$ cat config.mk
export PLATFORM = sky130hd
export DESIGN_NAME = bcd_mod_counter
export DESIGN_NICKNAME = d
export VERILOG_FILES = /design/src/rtl/bcd_mod_counter.sv
export SDC_FILE = /design/constraint.sdc
export NUM_CORES = 1
export LEC_CHECK = 0
export ABC_AREA = 1
export CAP_MARGIN = 10
export CORE_AREA = 2 2 47 49
export CTS_BUF_LIST = sky130_fd_sc_hd__clkbuf_8
export DETAILED_ROUTE_END_ITERATION = 8
export DIE_AREA = 0 0 49 51
export PLACE_DENSITY = 0.77
export SKIP_CTS_REPAIR_TIMING = 1
export SYNTH_ARGS = -nofsm -noshare
export SYNTH_HDL_FRONTEND = slang
export SYNTH_SLANG_ARGS = --single-unit
$ cat constraint.sdc
create_clock -name i_clk -period 1.8 [get_ports i_clk]
set_clock_uncertainty 0.05 [all_clocks]
set_input_delay 0.36 -clock i_clk [delete_from_list [all_inputs] [get_ports i_clk]]
set_output_delay 0.36 -clock i_clk [all_outputs]
set_load 0.02 [all_outputs]
$ cat src/rtl/bcd_mod_counter.sv
// Two-digit BCD modulo counter (0..MOD-1) with up/down stepping, synchronous
// clear, range-checked preset load and a same-cycle carry/borrow for cascading.
module bcd_mod_counter #(
  parameter int MOD  = 60,
  parameter int QH_W = 3
) (
  input  logic            i_clk,
  input  logic            i_rst_n,
  input  logic            i_en,
  input  logic            i_clr,
  input  logic            i_up,
  input  logic            i_ld,
  input  logic [QH_W-1:0] i_dh,
  input  logic [3:0]      i_dl,
  output logic [QH_W-1:0] o_qh,
  output logic [3:0]      o_ql,
  output logic            o_ca,
  output logic            o_lderr
);

  // Terminal count MOD-1 split into its BCD digits.
  localparam logic [QH_W-1:0] LP_MAXH = QH_W'((MOD - 1) / 10);
  localparam logic [3:0]      LP_MAXL = 4'((MOD - 1) % 10);

  logic [QH_W-1:0] r_qh;
  logic [3:0]      r_ql;
  logic            r_lderr;

  logic            w_at_max;
  logic            w_at_zero;
  logic            w_step;
  logic [31:0]     w_dval;
  logic            w_ld_ok;
  logic [QH_W-1:0] w_step_qh;
  logic [3:0]      w_step_ql;

  assign w_at_max  = (r_qh == LP_MAXH) && (r_ql == LP_MAXL);
  assign w_at_zero = (r_qh == '0) && (r_ql == 4'd0);

  // A count step only happens when neither clear nor load claims the edge.
  assign w_step = i_en & ~i_clr & ~i_ld;

  // Preset is accepted only if it is valid BCD and inside the modulus.
  assign w_dval  = 32'(i_dh) * 32'd10 + 32'(i_dl);
  assign w_ld_ok = (i_dl <= 4'd9) && (w_dval <= 32'(MOD - 1));

  // Carry/borrow is combinational so the next stage steps on the same edge.
  assign o_ca = i_rst_n & w_step & ((i_up & w_at_max) | (~i_up & w_at_zero));

  // Next value for one up or down step, wrapping at 0 and MOD-1.
  always_comb begin
    w_step_qh = r_qh;
    w_step_ql = r_ql;
    if (i_up) begin
      if (w_at_max) begin
        w_step_qh = '0;
        w_step_ql = 4'd0;
      end else if (r_ql == 4'd9) begin
        w_step_ql = 4'd0;
        w_step_qh = r_qh + 1'b1;
      end else begin
        w_step_ql = r_ql + 4'd1;
      end
    end else begin
      if (w_at_zero) begin
        w_step_qh = LP_MAXH;
        w_step_ql = LP_MAXL;
      end else if (r_ql == 4'd0) begin
        w_step_ql = 4'd9;
        w_step_qh = r_qh - 1'b1;
      end else begin
        w_step_ql = r_ql - 4'd1;
      end
    end
  end

  // Value and load-error register: clear beats load beats count.
  always_ff @(posedge i_clk or negedge i_rst_n) begin
    if (!i_rst_n) begin
      r_qh    <= '0;
      r_ql    <= 4'd0;
      r_lderr <= 1'b0;
    end else if (i_clr) begin
      r_qh    <= '0;
      r_ql    <= 4'd0;
      r_lderr <= 1'b0;
    end else if (i_ld) begin
      if (w_ld_ok) begin
        r_qh    <= i_dh;
        r_ql    <= i_dl;
        r_lderr <= 1'b0;
      end else begin
        r_lderr <= 1'b1;
      end
    end else begin
      r_lderr <= 1'b0;
      if (i_en) begin
        r_qh <= w_step_qh;
        r_ql <= w_step_ql;
      end
    end
  end

  assign o_qh    = r_qh;
  assign o_ql    = r_ql;
  assign o_lderr = r_lderr;

endmodule

## Word-level counts from Yosys, hierarchy flattened

Index checks and enable logic that the tools add are counted.

- Register bits: 8
- Input port bits: 13
- Output and inout bits: 9
- Word-level logic and storage cells: 55

- Add/sub/neg operators: 5
- $mul: 1
- Magnitude comparators: 2
- Eq/ne operators: 4
- Muxes and demuxes: 21
- Bitwise operators: 10
- Reduce and logical (&&, ||, !) cells: 9

Operator list:

| operator | number |
|---|---|
| $mux W4 | 9 |
| $mux W3 | 9 |
| $add A7 B4 Y8 | 1 |
| $le A8 B6 Y1 const B | 1 |
| $and A1 B1 Y1 | 6 |
| $mul A3 B3 Y6 const B | 1 |
| $ne A5 B2 Y1 const B | 1 |
| $reduce_bool A5 Y1 | 1 |
| $add A4 B1 Y4 const B | 1 |
| $eq A4 B4 Y1 const B | 1 |
| $le A4 B4 Y1 const B | 1 |
| $logic_not A4 Y1 | 1 |
| $reduce_and A4 Y1 | 1 |
| $sub A4 B1 Y4 const B | 1 |
| $add A3 B1 Y3 const B | 1 |
| $eq A3 B3 Y1 const B | 1 |
| $logic_and A1 B1 Y1 | 3 |
| $logic_not A3 Y1 | 1 |
| $mux W1 | 3 |
| $ne A3 B2 Y1 const B | 1 |
| $not A1 Y1 | 3 |
| $reduce_bool A3 Y1 | 1 |
| $sub A3 B1 Y3 const B | 1 |
| $reduce_and A2 Y1 | 1 |
| $or A1 B1 Y1 | 1 |

## Logic depth before layout (Yosys ltp)

Gate-level depths: netlist of the first run.

- Depth in word-level cells: 7
- Depth in mapped cells: 14

## Least setup slack after synthesis of the first run

Ideal clock, no wire load.

- Kind: register -> output
- Start point: reg r_ql[0] (netlist: o_ql[0])
- End point: out o_ca
- Arrival time: 1478 ps
- Required time: 1390 ps
- Path slack: -88 ps
- Cell stages (with the launch flop): 7
- Path buffers: 0
- Path through: dfrtp_1 > inv_1 > ha_1 > nand2_1 > nor2_2 > nand3_1 > a21oi_1

- Longest elaborated chain between the ends: 5
- Elaborated cells between the ends (all ways): 8
- Classes of those cells: eq/ne (1); bitwise (4); reduce/logical (3)

RTL lines:

| item | line | RTL |
|---|---|---|
| start, declared | 26 | `logic [3:0] r_ql;` |
| start signal, assigned | 90 | `r_ql <= i_dl;` |
| start signal, assigned | 99 | `r_ql <= w_step_ql;` |
| $eq A4 B4 Y1 or $logic_not A4 Y1 (tied branches) | 37, 38 |  |
| $logic_and A1 B1 Y1, on equally long branches | 37, 38 |  |
| $and A1 B1 Y1 | 48 | `assign o_ca = i_rst_n & w_step & ((i_up & w_at_max) \| (~i_up & w_at_zero));` |
| $or A1 B1 Y1 (*) | 48 |  |
| $and A1 B1 Y1 (*) | 48 |  |
| end, declared | 17 | `output logic o_ca,` |

Mark *: on every way between the ends. The rest lies on a longest branch, timed or not.

## Worst setup path after layout of the first run

- Start point: in i_dh[0]
- End point: reg r_ql[0] (netlist: o_ql[0])

- Longest elaborated chain between the ends: 6

RTL lines:

| item | line | RTL |
|---|---|---|
| start, declared | 13 | `input logic [QH_W-1:0] i_dh,` |
| $mul A3 B3 Y6 | 44 | `assign w_dval = 32'(i_dh) * 32'd10 + 32'(i_dl);` |
| $add A7 B4 Y8 | 44 |  |
| $le A8 B6 Y1 | 45 | `assign w_ld_ok = (i_dl <= 4'd9) && (w_dval <= 32'(MOD - 1));` |
| $logic_and A1 B1 Y1 | 45 |  |
| $ne A3 B2 Y1 (no line) | - |  |
| $reduce_and A2 Y1 (no line) | - |  |

Every way passes these cells.
A chain may end at the register's enable or synchronous reset.

==> results.py, run 1 <==
metrics = {
    "timing": {
        "worst_slack_ps": -42.8,
        "hold_viol_final": 0,
        "rsz0062_at_grt": "yes",
        "slew_viol_final": 0,
        "setup_viol": 3,
        "max_freq_mhz": 543,
        "finalCritPeriodShare_pct": 102,
        "relSlewSlack_pct": 77.7,
        "period_minus_slack_ps": 1840,
        "worst_slew_pin_slew_ps": 334,
    },
    "place": {
        "place_area_um2": 1490,
        "post-dp-hpwl_mm": 2.28,
        "routabilityCongestion": 0.907,
        "dpl_worst_slack_ps": -733,
        "dp.cells": 222,
        "io_buffers": 21,
    },
    "logic_synthesis": {
        "netlist_top_cells_area": "dfrtp_1 21%, nand2_1 18%, ha_1 17%",
        "synth-async-reset-ratio_pct": 100,
        "yosysSeqAreaShare_pct": 20.9,
        "synth_most_common_cell": "nand2_1",
        "yosys_warnings": 0,
        "synth_top_family_by_area": "simple AND/OR/NAND/NOR gates",
        "synth_xor_area_share_pct": 1.83,
        "synth-seq-cells": 8,
        "synth_cell_types": 24,
        "syn-num-nets": 171,
        "synth_area_um2": 956,
        "synthAdderAreaFrac_pct": 19.1,
        "synthSimpleGateAreaFrac_pct": 36.0,
        "avgSynthCellArea_um2": 6.64,
        "netlist_instances": 144,
        "synth_top_area_share_pct": 20.9,
        "synthMuxAreaShare_pct": 0,
        "synth_compound_area_share_pct": 11.8,
        "synth_edf_count": 0,
        "ys.flop_type": "dfrtp_1",
        "ys_top_cells_by_count": "46 x nand2_1, 21 x inv_1, 13 x ha_1",
        "yosys.area.top_type": "dfrtp_1",
    },
    "final_layout": {
        "layout-drive-gt1-share_pct": 38.7,
        "design_area_um2": 1630,
        "final_nets": 228,
        "n_antenna_cell": 0,
        "fin_util_pct": 79.0,
        "area_growth_syn_to_layout_pct": 70.5,
        "finalNonFillerCells": 227,
    },
    "clocking": {
        "cts_tree": "yes",
        "cts.sinks": 8,
        "cts_buffer_depth": 2,
        "cts_root_buf": "clkbuf_8",
        "insertion_delay_ps": 230,
        "clkSlewWorstSetupHoldPaths_ps": 40,
        "htreeDepth": 1,
        "cts_buffers": 3,
    },
    "route": {
        "drtIter0Drc": 18,
        "drt-total-wl_mm": 2.92,
        "drc": 0,
        "antenna_left": 0,
        "firstDrtPassIters": 4,
        "via_count": 1132,
        "avgViaCountPerCell": 4.99,
        "avgRoutedWirePerCell_um": 12.9,
    },
    "global_routing": {
        "grt_max_degree": 9,
        "grt_pass1_vias": 1124,
        "grt_use_total_pct": 24.5,
        "antenna_found_initial": 0,
        "grt_pass1_wl_mm": 4.63,
        "grt_overflow": 0,
    },
    "worst_setup_path": {
        "cp_cell_sequence": "buf_8 > ha_4 > fa_2 > nand3_2 > nand2_2 > nand2_1 > nand2_1 > nand2_1 > nand2_2 > nand2_4 > nand2_4 > nand2_1 > o21ai_1",
        "critPathLaunchType": "input pin",
        "worstPathRequired_ps": 1900,
        "worst_ep_arrival_time_ps": 1940,
        "cp_common_cell": "nand2_1",
        "critPathBufInv": 1,
        "cpLargestDelayFamily": "adder cells",
        "crit_slowest_cell": "fa_2",
        "crit_type": "in -> reg",
        "crit_fanout": 8,
        "cpPeakStageDelay_ps": 560,
        "crit_path_end_kind": "register",
    },
    "floorplanning": {
        "die-area_um2": 2500,
        "start_util_pct": 46.3,
        "die_w_um": 49,
        "dieHeight_um": 51,
        "core-area_um2": 2060,
        "ioPinCount": 22,
        "fp-row-count": 17,
    },
    "run_status": {
        "violations": "setup timing",
        "outcome": "finished with violations",
    },
    "power": {
        "p_leak_uw": 0.000900,
        "peakVddDrop_uv": 486,
        "p_per_area_nw_per_um2": 619,
    },
    "flow_run": {
        "max-cap-violations": 0,
    },
    "hold_path": {
        "hp-class": "in -> async",
    },
}
==> logic make-up (layout without fill, tap and decap cells) <==
family	after synthesis	after routing
AND/OR/NAND/NOR	76	76
buffers and inverters	25	80
AO/OA/AOI/OAI	19	19
adder cells (fa/ha/maj)	14	14
flip-flops	8	8
XOR/XNOR	2	2
==> metrics by stage <==
stage	hold slack, ps	setup TNS [ps]	power (µW)
finish	423	-83.9	1010
floorplan	14.4	0	494
global route	439	-855	1090
global placement	508	-5250	728
detailed placement	523	-6070	747
CTS	432	-4320	970
==> path summary, 6_finish.rpt <==
path | startpoint | endpoint | slack, ps | cells past startpoint
setup / recovery | i_dh[0] | o_ql[0] | -40 | 13
hold / removal | i_rst_n | o_ql[2] | 420 | 2
min in group i_clk | o_qh[1] | o_qh[1] | 530 | 3
max in group asynchronous | i_rst_n | o_qh[1] | 1140 | 2
hold reg to reg | o_qh[1] | o_qh[1] | 530 | 3
setup reg to reg | o_ql[0] | o_ql[1] | 60 | 10
==> flip-flops by register name (all words and copies together), names as in the netlist <==
name,cells
o_ql,4
o_qh,3
o_lderr,1
==> power by group <==
part / internal (µW) / total [µW] / switching, µW
logic: 278 / 565 / 287
clock network: 145 / 219 / 73.6
registers: 206 / 225 / 19.2
==> per-layer routing <==
| metal | share of wire (%) | global-route usage (%) | vias up |
|---|---|---|---|
| met2 | 55 | 50.9 | 31 |
| met1 | 38 | 24.2 | 513 |
| met5 | 0 | 0 | - |
| met4 | 3.2 | 10.0 | 0 |
| met3 | 3.1 | 2.92 | 9 |
| li1 | - | - | 579 |
==> cell usage in the layout, fill, tap and decap left out, types with 2 or more instances in the layout <==
cell type / instances
xor2_1: 2
clkbuf_8: 3
o21ai_0: 4
dfrtp_1: 8
clkdlybuf4s50_1: 11
ha_4: 6
nand2_2: 9
nor2_2: 3
buf_6: 3
a21oi_2: 2
nand3_2: 2
dlymetal6s2s_1: 5
nand2_4: 2
nand3_1: 8
nand4_1: 7
a21oi_1: 4
buf_4: 33
inv_1: 15
nand2_1: 38
o211ai_1: 5
inv_2: 8
nor2_1: 3
ha_1: 7
==> final cells by class <==
cell class | count | area [µm²]
tap | 28 | 35.0
timing repair buffer | 54 | 474
sequential | 8 | 200
multi-input combinational | 111 | 793
clock buffer | 3 | 41.3
inverter | 23 | 86.3
fill | 144 | 433
No activity file was read; power rests on OpenSTA's default activity.
==> inputs of run 2 (changes only) <==
--- a/config.mk
+++ b/config.mk
@@ -11,6 +11,7 @@
 export CTS_BUF_LIST = sky130_fd_sc_hd__clkbuf_8
 export DETAILED_ROUTE_END_ITERATION = 8
 export DIE_AREA = 0 0 49 51
+export GPL_TIMING_DRIVEN = 0
 export PLACE_DENSITY = 0.77
 export SKIP_CTS_REPAIR_TIMING = 1
 export SYNTH_ARGS = -nofsm -noshare
==> run 2 against run 1 <==
Compared with the run above:
- the run ends with hold timing, setup timing left
- non-clock buffer count shrank 21
- wire length decreased by 15%
- sequential power increased by 7%
- combinational power shrank 11%
- clock-buffer cell count stayed put
==> results.py, run 2 (synthesized netlist as in run 1, its figures left out) <==
metrics = {
    "run_status": {
        "outcome": "finished with violations",
        "violations": "hold timing, setup timing",
    },
    "final_layout": {
        "fillCellCount": 171,
        "design_area_um2": 1510,
        "layout-drive-gt1-share_pct": 32.0,
        "final_cell_mix": "38 x nand2_1, 17 x inv_1, 11 x clkdlybuf4s50_1, 11 x buf_4, 8 x nand3_1",
        "final_common_cell": "nand2_1",
        "final_nets": 207,
        "n_antenna_cell": 0,
        "area_growth_syn_to_layout_pct": 57.5,
        "largest_reg_flops": 4,
    },
    "route": {
        "drt-total-wl_mm": 2.50,
        "firstDrtPassIters": 5,
        "drtIter0Drc": 32,
        "via_count": 1041,
        "avgViaCountPerCell": 5.05,
        "antenna_left": 0,
        "avgRoutedWirePerCell_um": 12.1,
        "drc": 0,
    },
    "global_routing": {
        "antenna_found_initial": 0,
        "grt_use_total_pct": 19.2,
        "grt_overflow": 0,
        "grt_pass1_wl_mm": 3.67,
        "grt_max_degree": 10,
        "grt_pass1_vias": 882,
    },
    "timing": {
        "slew_viol_final": 0,
        "rsz0062_at_grt": "yes",
        "worst_slack_ps": -106,
        "hold_viol_final": 5,
        "period_minus_slack_ps": 1910,
        "finalCritPeriodShare_pct": 106,
        "hold_ws_ps": -7.56,
        "setup_viol": 1,
        "worst_slew_pin_slew_ps": 456,
        "final.setup.tns_ps": -106,
        "max_freq_mhz": 525,
        "relSlewSlack_pct": 69.5,
    },
    "clocking": {
        "clkSlewWorstSetupHoldPaths_ps": 40,
        "cts_root_buf": "clkbuf_8",
        "cts_tree": "yes",
        "htreeDepth": 1,
        "cts_buffer_depth": 2,
        "cts_buffers": 3,
        "insertion_delay_ps": 230,
        "cts.sinks": 8,
    },
    "worst_setup_path": {
        "crit_fanout": 4,
        "critPathLaunchType": "register",
        "cpLargestDelayFamily": "buffers and inverters",
        "worstPathRequired_ps": 1390,
        "cp_common_cell": "inv_2",
        "cp_cell_sequence": "inv_2 > ha_4 > nand4_1 > inv_2 > nand2_4 > a21oi_2 > buf_4",
        "critPathBufInv": 3,
        "crit_path_end_kind": "output pin",
        "cpPeakStageDelay_ps": 410,
        "worst_ep_arrival_time_ps": 1500,
        "crit_type": "reg -> out",
        "crit_slowest_cell": "dfrtp_1",
    },
    "place": {
        "post-dp-hpwl_mm": 1.88,
        "routabilityCongestion": 0.804,
        "dpl_worst_slack_ps": -757,
        "place_area_um2": 1270,
        "io_buffers": 21,
    },
    "floorplanning": {
        "start_util_pct": 46.3,
        "die-area_um2": 2500,
        "fp-row-count": 17,
        "dieHeight_um": 51,
        "die_w_um": 49,
        "ioPinCount": 22,
        "core-area_um2": 2060,
    },
    "flow_run": {
        "max-cap-violations": 0,
    },
    "power": {
        "p_leak_uw": 0.000809,
        "p_per_area_nw_per_um2": 638,
        "peakVddDrop_uv": 628,
        "power.total_uw": 961,
    },
    "hold_path": {
        "hp-class": "in -> async",
    },
}
## run 2: cell types whose count changed in the layout (fill, tap and decap cells not counted), moves of 2 or more
cell	previous run	this run
nand2_4	2	4
nand2_2	9	7
inv_2	8	6
buf_4	33	11
inv_1	15	17
## run 2: path summary, 6_finish.rpt
kind                              start  slack, ps       to  depth (start not counted)
worst max register to register  o_ql[0]         10  o_ql[1]                         10
worst max-delay path            o_ql[1]       -110     o_ca                          7
max in group asynchronous       i_rst_n       1390  o_ql[0]                          1
worst min register to register  o_qh[1]        490  o_qh[1]                          2
worst min-delay path            i_rst_n         -8  o_ql[2]                          1
min in group i_clk              i_dh[2]        460  o_qh[2]                          5
## run 2: through the flow
step | hold WS, ps | std cells | utilization [%]
2_1_floorplan | 14.4 | 144 | -
4_1_cts | 388 | 196 | 63.4
3_3_place_gp | 462 | 193 | 61.4
5_1_grt | 33.7 | 206 | 73.0
6_report | -7.56 | 206 | 73.0
3_5_place_dp | 475 | 193 | 61.4
## run 2: per-layer routing
metal	global-route usage, %	vias to the layer above	share of wire (%)
li1	-	538	-
met5	0	-	0
met4	11.4	0	2.2
met3	1.75	4	3.6
met2	36.5	27	53
met1	20.7	472	42
## run 2: layout make-up
| cell class | instances | area (µm²) | area share (%) |
|---|---|---|---|
| plain buffers | 2 | 12.5 | 0.831 |
| flip-flops and latches | 8 | 201 | 13.4 |
| repair buffers | 31 | 298 | 19.8 |
| multi-input cells | 111 | 831 | 55.2 |
| clock buffers | 3 | 41.3 | 2.74 |
| inverters | 23 | 86.3 | 5.74 |
| well taps | 28 | 35.0 | 2.33 |
## run 2: power breakdown
| part | switching, µW | internal [µW] | total [µW] |
|---|---|---|---|
| sequential | 34.1 | 206 | 241 |
| combinational | 270 | 235 | 505 |
| clock | 70.3 | 145 | 215 |
| total | 375 | 586 | 961 |
## run 2: worst reg2reg max path, cell delays in order (launching register included)
cell and delay [ps]:
dfrtp_2 430, buf_4 160, ha_4 140, nand4_1 110, inv_2 80, buf_4 140, nor2_2 110, nand2_2 120
a21oi_1 170, nor2_1 70, o21ai_2 140
==> inputs of run 3 (changes only) <==
--- a/config.mk
+++ b/config.mk
@@ -7,12 +7,12 @@
 export LEC_CHECK = 0
 export ABC_AREA = 1
 export CAP_MARGIN = 10
-export CORE_AREA = 2 2 47 49
+export CORE_AREA = 2 2 64 66
 export CTS_BUF_LIST = sky130_fd_sc_hd__clkbuf_8
 export DETAILED_ROUTE_END_ITERATION = 8
-export DIE_AREA = 0 0 49 51
+export DIE_AREA = 0 0 66 68
 export GPL_TIMING_DRIVEN = 0
-export PLACE_DENSITY = 0.77
+export PLACE_DENSITY = 0.46
 export SKIP_CTS_REPAIR_TIMING = 1
 export SYNTH_ARGS = -nofsm -noshare
 export SYNTH_HDL_FRONTEND = slang
==> run 3 against run 2 <==
Compared with the run above:
- the flow finishes with violations (setup timing)
- design area increased by 4.2%
- die area up 80%
- critical path depth is the same
- fmax increased by 2.3%
- core utilization fell by 32 points
==> results.py, run 3 (synthesized netlist as in run 1, its figures left out) <==
metrics = {
    "run_status": {
        "outcome": "finished with violations",
        "violations": "setup timing",
    },
    "place": {
        "routabilityCongestion": 0.824,
        "dp.cells": 215,
        "post-dp-hpwl_mm": 1.93,
        "dpl_worst_slack_ps": -738,
        "io_buffers": 21,
    },
    "worst_setup_path": {
        "cp_cell_sequence": "inv_2 > ha_4 > nand2_4 > nor2_4 > nand3_4 > a21oi_2 > buf_4",
        "r2r_cells": 11,
        "crit_type": "reg -> out",
        "crit_path_end_kind": "output pin",
        "cp.depth": 7,
        "worstPathRequired_ps": 1390,
        "crit_fanout": 3,
        "critPathBufInv": 2,
        "crit_slowest_cell": "dfrtp_1",
        "worst_ep_arrival_time_ps": 1450,
        "cpPeakStageDelay_ps": 400,
        "critPathLaunchType": "register",
        "cpLargestDelayFamily": "flip-flops",
    },
    "timing": {
        "hold_viol_final": 0,
        "worst_slew_pin_slew_ps": 442,
        "rsz0062_at_grt": "yes",
        "max_freq_mhz": 537,
        "relSlewSlack_pct": 70.5,
        "hold_ws_ps": 14.0,
        "worst_slack_ps": -62.6,
        "slew_viol_final": 0,
        "finalCritPeriodShare_pct": 103,
        "period_minus_slack_ps": 1860,
        "setup_viol": 1,
    },
    "clocking": {
        "cts_buffers": 3,
        "insertion_delay_ps": 220,
        "cts_buffer_depth": 2,
        "clkSlewWorstSetupHoldPaths_ps": 40,
        "cts.sinks": 8,
        "cts_tree": "yes",
        "htreeDepth": 1,
        "cts_root_buf": "clkbuf_8",
    },
    "floorplanning": {
        "dieHeight_um": 68,
        "fp-row-count": 23,
        "start_util_pct": 24.8,
        "die_w_um": 66,
        "die-area_um2": 4490,
        "ioPinCount": 22,
        "core-area_um2": 3860,
    },
    "final_layout": {
        "largest_reg_flops": 4,
        "n_antenna_cell": 0,
        "layout-drive-gt1-share_pct": 33.5,
        "final_cell_mix": "38 x nand2_1, 17 x inv_1, 15 x buf_4",
        "final_nets": 211,
        "area_growth_syn_to_layout_pct": 64.0,
        "fin_util_pct": 40.7,
        "final_common_cell": "nand2_1",
        "fillCellCount": 400,
        "finalNonFillerCells": 232,
    },
    "power": {
        "peakVddDrop_uv": 180,
        "power.total_uw": 963,
        "p_per_area_nw_per_um2": 614,
        "p_leak_uw": 0.000811,
    },
    "hold_path": {
        "hp-class": "in -> async",
    },
    "global_routing": {
        "grt_pass1_vias": 884,
        "grt_max_degree": 10,
        "grt_use_total_pct": 11.0,
        "antenna_found_initial": 0,
        "grt_overflow": 0,
        "grt_pass1_wl_mm": 3.85,
    },
    "route": {
        "via_count": 1032,
        "antenna_left": 0,
        "firstDrtPassIters": 4,
        "drt-total-wl_mm": 2.57,
        "drtIter0Drc": 52,
        "avgViaCountPerCell": 4.45,
        "avgRoutedWirePerCell_um": 11.1,
        "drc": 0,
    },
    "flow_run": {
        "max-cap-violations": 0,
    },
}
## run 3: changes by cell type in the layout (fill, tap and decap cells not counted)
cell and delta:
buf_8 +1, o21ai_1 +1, buf_6 -1, dlymetal6s2s_1 -1, nor2_1 -1, clkdlybuf4s50_1 +1
nor2_4 +1, buf_4 +4, o21ai_2 -1
## run 3: per-stage QoR
step,setup TNS (ps),cell area [µm²]
finish,-62.6,1570
global route,-377,1570
CTS,-4250,1340
detailed placement,-6030,1290
global placement,-6050,1290
floorplan,0,1020
## run 3: final cells by class
type                            instances  area (µm²)  share of cell area (%)
Clock buffer                            3        41.3                    2.63
Buffer                                  2        12.5                   0.798
Sequential cell                         8         201                    12.8
Timing Repair Buffer                   35         329                    21.0
Tap cell                               50        62.6                    3.99
Multi-Input combinational cell        111         835                    53.2
Inverter                               23        86.3                    5.51
## run 3: power breakdown
group | switching, µW | internal, µW
combinational | 269 | 246
clock | 64.4 | 144
sequential | 33.3 | 207
## run 3: worst paths after layout
check	slack, ps	end	startpoint
setup / recovery	-60	o_ca	o_ql[1]
hold / removal	10	o_qh[2]	i_rst_n
setup reg to reg	160	o_qh[0]	o_ql[1]
hold reg to reg	490	o_qh[1]	o_qh[1]
max in group asynchronous	1360	o_ql[0]	i_rst_n
min in group i_clk	470	o_qh[2]	i_dh[2]
## run 3: layer usage
metal  global-route usage [%]  vias up  wire length [µm]  share of wire (%)
met2                     18.7       20              1240                 48
met3                    0.822        2                87                3.4
met5                        0        -                 0                  0
met4                     4.59        0                36                1.4
met1                     14.3      467              1210                 47
li1                         -      543                 -                  -
